## config.mk

```make
export PLATFORM = sky130hd
export DESIGN_NAME = cpu_step_ctrl
export DESIGN_NICKNAME = d
export VERILOG_FILES = /design/src/rtl/step_ctrl_pkg.sv /design/src/rtl/btn_debounce.sv /design/src/rtl/cpu_step_ctrl.sv
export SDC_FILE = /design/constraint.sdc
export NUM_CORES = 1
export LEC_CHECK = 0
export ABC_AREA = 1
export CAP_MARGIN = 10
export CORE_MARGIN = 1.5
export CORE_UTILIZATION = 25
export CTS_BUF_LIST = sky130_fd_sc_hd__clkbuf_16
export DETAILED_ROUTE_END_ITERATION = 16
export GPL_TIMING_DRIVEN = 0
export PLACE_DENSITY = 0.5
export SLEW_MARGIN = 15
export SYNTH_ARGS = -nofsm -noshare
export SYNTH_HDL_FRONTEND = slang
export SYNTH_SLANG_ARGS = --single-unit
```

## constraint.sdc

```tcl
create_clock -name clk -period 2.5 [get_ports clk]
set_clock_uncertainty 0.1 [all_clocks]
set_input_delay 0.5 -clock clk [delete_from_list [all_inputs] [get_ports clk]]
set_output_delay 0.5 -clock clk [all_outputs]
set_load 0.005 [all_outputs]
```

## src/rtl/step_ctrl_pkg.sv

```systemverilog
// Shared types for the CPU execution-rate controller: board switch modes,
// controller FSM states and the input synchronizer depth.
package step_ctrl_pkg;

    typedef enum logic [1:0] {
        HALT    = 2'b00,
        RUN     = 2'b01,
        STEP    = 2'b10,
        RUN_BRK = 2'b11
    } mode_e;

    typedef enum logic [1:0] {
        S_HALT  = 2'd0,
        S_RUN   = 2'd1,
        S_STEP  = 2'd2,
        S_BREAK = 2'd3
    } state_e;

    localparam int SYNC_DEPTH = 2;

    // Both run modes share S_RUN; the breakpoint check is qualified by the mode itself.
    function automatic state_e mode_target(input mode_e m);
        case (m)
            RUN, RUN_BRK: return S_RUN;
            STEP:         return S_STEP;
            default:      return S_HALT;
        endcase
    endfunction

endpackage

```

## src/rtl/btn_debounce.sv

```systemverilog
// Push-button conditioner: synchronizer, stability counter and a one-cycle
// pulse on each accepted press (release produces nothing).
module btn_debounce
    import step_ctrl_pkg::*;
#(
    parameter int DEB_CYCLES = 500000
) (
    input  logic clk,
    input  logic reset,
    input  logic btn,
    output logic pulse
);

    localparam int CW = $clog2(DEB_CYCLES + 1);

    logic [SYNC_DEPTH-1:0] sync_ff;
    logic                  btn_s;
    logic [CW-1:0]         stable_cnt;
    logic                  level;
    logic                  level_d;

    assign btn_s = sync_ff[SYNC_DEPTH-1];

    // NOTE: sequential state uses non-blocking assignments so every flop samples pre-edge values.
    always_ff @(posedge clk or negedge reset) begin
        if (!reset) begin
            sync_ff    <= '0;
            stable_cnt <= '0;
            level      <= 1'b0;
            level_d    <= 1'b0;
        end else begin
            sync_ff <= {sync_ff[SYNC_DEPTH-2:0], btn};
            level_d <= level;
            // The level flips only after DEB_CYCLES consecutive samples disagree with it.
            if (btn_s == level) begin
                stable_cnt <= '0;
            end else if (stable_cnt == CW'(DEB_CYCLES - 1)) begin
                level      <= btn_s;
                stable_cnt <= '0;
            end else begin
                stable_cnt <= stable_cnt + CW'(1);
            end
        end
    end

    assign pulse = level & ~level_d;

endmodule

```

## src/rtl/cpu_step_ctrl.sv

```systemverilog
// Execution-rate controller: issues one-cycle cpu_en strobes for halt, divided
// free-run, button single-step and run-until-breakpoint operation.
module cpu_step_ctrl
    import step_ctrl_pkg::*;
#(
    parameter int DIV_WIDTH  = 25,
    parameter int DEB_CYCLES = 500000,
    parameter int CNT_WIDTH  = 16
) (
    input  logic                 clk,
    input  logic                 reset,
    input  logic [1:0]           mode,
    input  logic                 step_btn,
    input  logic [31:0]          pc,
    input  logic [31:0]          break_pc,
    output logic                 cpu_en,
    output logic [CNT_WIDTH-1:0] instr_cnt,
    output logic                 at_break,
    output logic [1:0]           state_o
);

    logic [SYNC_DEPTH-1:0][1:0] mode_ff;
    mode_e                      mode_sync;
    mode_e                      mode_prev;
    mode_e                      mode_q;
    logic                       step_req;
    logic [DIV_WIDTH-1:0]       div_cnt;
    logic                       tick;
    logic                       div_clr;
    state_e                     state;
    state_e                     next_state;
    state_e                     target;
    logic                       next_en;

    btn_debounce #(.DEB_CYCLES(DEB_CYCLES)) u_step_deb (
        .clk   (clk),
        .reset (reset),
        .btn   (step_btn),
        .pulse (step_req)
    );

    assign mode_sync = mode_e'(mode_ff[SYNC_DEPTH-1]);

    // Switch bounce is filtered by requiring two equal synchronized samples.
    always_ff @(posedge clk or negedge reset) begin
        if (!reset) begin
            mode_ff   <= '0;
            mode_prev <= HALT;
            mode_q    <= HALT;
        end else begin
            mode_ff   <= {mode_ff[SYNC_DEPTH-2:0], mode};
            mode_prev <= mode_sync;
            if (mode_sync == mode_prev) mode_q <= mode_sync;
        end
    end

    assign tick    = &div_cnt;
    assign div_clr = (next_state == S_RUN) && (state != S_RUN);

    always_ff @(posedge clk or negedge reset) begin
        if (!reset)       div_cnt <= '0;
        else if (div_clr) div_cnt <= '0;
        else              div_cnt <= div_cnt + DIV_WIDTH'(1);
    end

    // NOTE: every combinational output gets a default first so no path can infer a latch.
    always_comb begin
        next_state = state;
        next_en    = 1'b0;
        target     = mode_target(mode_q);
        case (state)
            S_HALT: next_state = target;
            S_RUN: begin
                if (target != S_RUN) begin
                    next_state = target;
                end else if (tick) begin
                    if (mode_q == RUN_BRK && pc == break_pc) next_state = S_BREAK;
                    else                                     next_en    = 1'b1;
                end
            end
            S_STEP: begin
                if (target != S_STEP) next_state = target;
                else if (step_req)    next_en    = 1'b1;
            end
            S_BREAK: begin
                if (mode_q != RUN_BRK) begin
                    next_state = target;
                end else if (step_req) begin
                    next_en    = 1'b1;
                    next_state = S_RUN;
                end
            end
            default: next_state = S_HALT;
        endcase
        // Guarantees a gap cycle between strobes whatever the request sources do.
        if (cpu_en) next_en = 1'b0;
    end

    always_ff @(posedge clk or negedge reset) begin
        if (!reset) begin
            state  <= S_HALT;
            cpu_en <= 1'b0;
        end else begin
            state  <= next_state;
            cpu_en <= next_en;
        end
    end

    always_ff @(posedge clk or negedge reset) begin
        if (!reset)      instr_cnt <= '0;
        else if (cpu_en) instr_cnt <= instr_cnt + CNT_WIDTH'(1);
    end

    assign at_break = (state == S_BREAK);
    assign state_o  = state;

endmodule

```

==> metrics.txt <==
outcome finished, final reports clean; DRC 0; R2R Setup Slk approximately 430 ps; area leader, netlist dfrtp_1; Die Height 133 um; Max-Cap Viols 0; CP Launch Type register; DIE WIDTH ~130 um; Post-synth EDFFs 0; share of layout cells above drive strength 1 about 8.3%; initial core utilization around a quarter; Synth top area share about 44%; Main synth FF type dfrtp_1; Cells after Synth between 500 and 600; top fanout value on the critical path 10; WL/cell about 10 um; count leader, synth nand2_1; pin count of the biggest net entering global routing between 40 and 50; full die area approximately 0.018 sq mm; Final nets between 700 and 800; Critical R2R Capture div_cnt[13]$_DFF_PN0_; fin crit share between 80% and 90%; H-tree levels 3; Reg2Reg Depth 12; Resized Gates After CTS 0; CTS buffer count 9; Longest Clk Path Bufs 2; Leak Pwr approximately 3 nW; Seq/Total Area, Yosys 44.2%; Req. time, crit path ~2700 ps; cell-by-cell trace of the critical path ha_1 -> nand3_2 -> nor2_4 -> nand4_4 -> inv_2 -> nand3_2 -> nor2_2 -> nand2_2 -> nand4_4 -> buf_8 -> nand2_1 -> inv_1; worst min path class primary input to asynchronous set/reset pin; CTS Sinks 75; Tmin final ~2100 ps; DR vias roughly 3.5k; yosys warns 0; Critical R2R Launch div_cnt[0]$_DFF_PN0_; CP Class register to register; top cells by count, synth nand2_1 (140), inv_1 (122), dfrtp_1 (75); IO Pins 89; Syn Area/Cell 7.62 sq um; core box area 0.0166 sq mm; WHS around 18 ps; setup violators final 0; Area Growth Syn to Fin 35.8%; Mapped Area around 0.0043 sq mm; PD cells 577 mW/mm^2; IO buf count between 80 and 90; Slew headroom around 70%; clock-pin slew on the worst setup and hold paths around 60 ps; DR pass1 iterations 4; antenna diode count 0; worst-skew pair later-pin latency 340 ps; worst vdd ir roughly 270 uV; CTS tree built; routed wire length 9150 um; Yosys cell types 33; All-Layer GR Usage roughly 11%; placer congestion estimate roughly 0.80; register bit count reported by yosys 75; final hold viol count 0; Root Buffer clkbuf_16; Vias/cell just under 4; RSZ-0062 raised after global routing false; GR Overflow Total 0; cell row count 47; top cells by area, synth dfrtp_1 (44%), nand2_1 (12%), inv_1 (11%); critical path endpoint category register; initial antenna violation count 0; Post-CTS Hold Buffers 0; Pins Over Slew Limit 0; Critical Path AT 2240 ps; global-route wire length before repair about 16,000 um; highest-delay cell along the critical path dfrtp_1; max incr delay on CP 420 ps; Detail Placement HPWL 7200 um; Initial DRC Count around 140; Syn Nets between 600 and 700; Worst Max-Slew Pin Slew 462 ps; Synth async-reset ratio 100%; post-CTS setup buffers 0; fillers ~1.7k; Final ANT Viol Nets 0; vias in the first global route ~3.5k; fin util a little over a third; Fmax achieved a little under 500 MHz
## metrics by stage
| step | instances | instance area (sq um) | setup TNS (ps) | power, mW | worst slack [ps] |
|---|---|---|---|---|---|
| after floorplan | 558 | 4250 | 0 | 1.62 | 687 |
| after global placement | 866 | 5410 | -145280 | 1.84 | -1940 |
| after detailed placement | 867 | 5420 | 0 | 1.86 | 137 |
| after CTS | 883 | 5770 | 0 | 3.40 | 408 |
| after global routing | 883 | 5770 | 0 | 3.51 | 155 |
| final | 883 | 5770 | 0 | 3.33 | 435 |
## metal layers
| layer | vias to the layer above | track usage, % | wire, um | share of wire (%) |
|---|---|---|---|---|
| met5 | - | 0 | 0 | 0 |
| met4 | 0 | 3.68 | 146 | 1.6 |
| met3 | 13 | 2.66 | 227 | 2.5 |
| met2 | 26 | 18.9 | 4580 | 50 |
| met1 | 1584 | 13.7 | 4200 | 46 |
| li1 | 1872 | - | - | - |
## cell usage in the layout (no fill, tap or decap), types with 3 or more instances in the layout
cell	n
nand2_1	140
bufinv_16	3
inv_2	6
nor3_1	10
nor2_1	55
nand3_1	17
clkdlybuf4s50_1	87
xnor2_1	15
nand2_2	8
or2_2	8
xor2_1	31
ha_1	3
a21oi_1	14
inv_1	122
nor2_2	3
o21ai_0	13
clkbuf_16	9
dfrtp_1	75
nand4_1	14
## layout make-up
| cell class | count | area, sq um | area share (%) |
|---|---|---|---|
| plain buffers | 3 | 30.0 | 0.520 |
| well taps | 220 | 275 | 4.77 |
| repair buffers | 89 | 898 | 15.6 |
| inverters | 128 | 480 | 8.32 |
| clock inverters | 7 | 124 | 2.15 |
| flip-flops and latches | 75 | 1880 | 32.5 |
| multi-input cells | 352 | 1860 | 32.3 |
| clock buffers | 9 | 225 | 3.90 |
## state kept, by name, indices dropped and copies added (netlist names), 2 cells and up
register and cells:
state_o 2, u_step_deb.stable_cnt 19, mode_sync 2, mode_q 2, mode_prev 2, instr_cnt 16
div_cnt 25, u_step_deb.sync_ff 2, mode_ff 2
## logic make-up after synthesis
family	synth area share [%]
compound gates	4.21
xor+xnor	9.48
fa+ha+maj	0.883
buf+inv	12.0
flops	44.2
mux	0.530
simple gates	28.7
## worst max path at each step
stage	start	end	slack, ps	cells past startpoint
after floorplan	div_cnt[0]$_DFF_PN0_	div_cnt[13]$_DFF_PN0_	690	12
after global placement	reset	u_step_deb.stable_cnt[9]$_DFF_PN0_	-1940	1
after detailed placement	break_pc[30]	div_cnt[7]$_DFF_PN0_	140	12
after CTS	div_cnt[0]$_DFF_PN0_	div_cnt[13]$_DFF_PN0_	410	12
after global routing	u_step_deb.stable_cnt[0]$_DFF_PN0_	u_step_deb.stable_cnt[18]$_DFF_PN0_	160	9
final	div_cnt[0]$_DFF_PN0_	div_cnt[13]$_DFF_PN0_	430	12
## power breakdown
group	switching [mW]	internal, mW
sequential	0.0635	1.28
combinational	0.237	0.248
clock	0.523	0.983
## worst max-delay path, delay by kind of cell, from the launching register on
kind	cells	cell delay [ps]
buf+inv	3	320
fa+ha+maj	1	230
simple gates	8	940
flops	1	420
No activity file was read; power rests on OpenSTA's default activity.
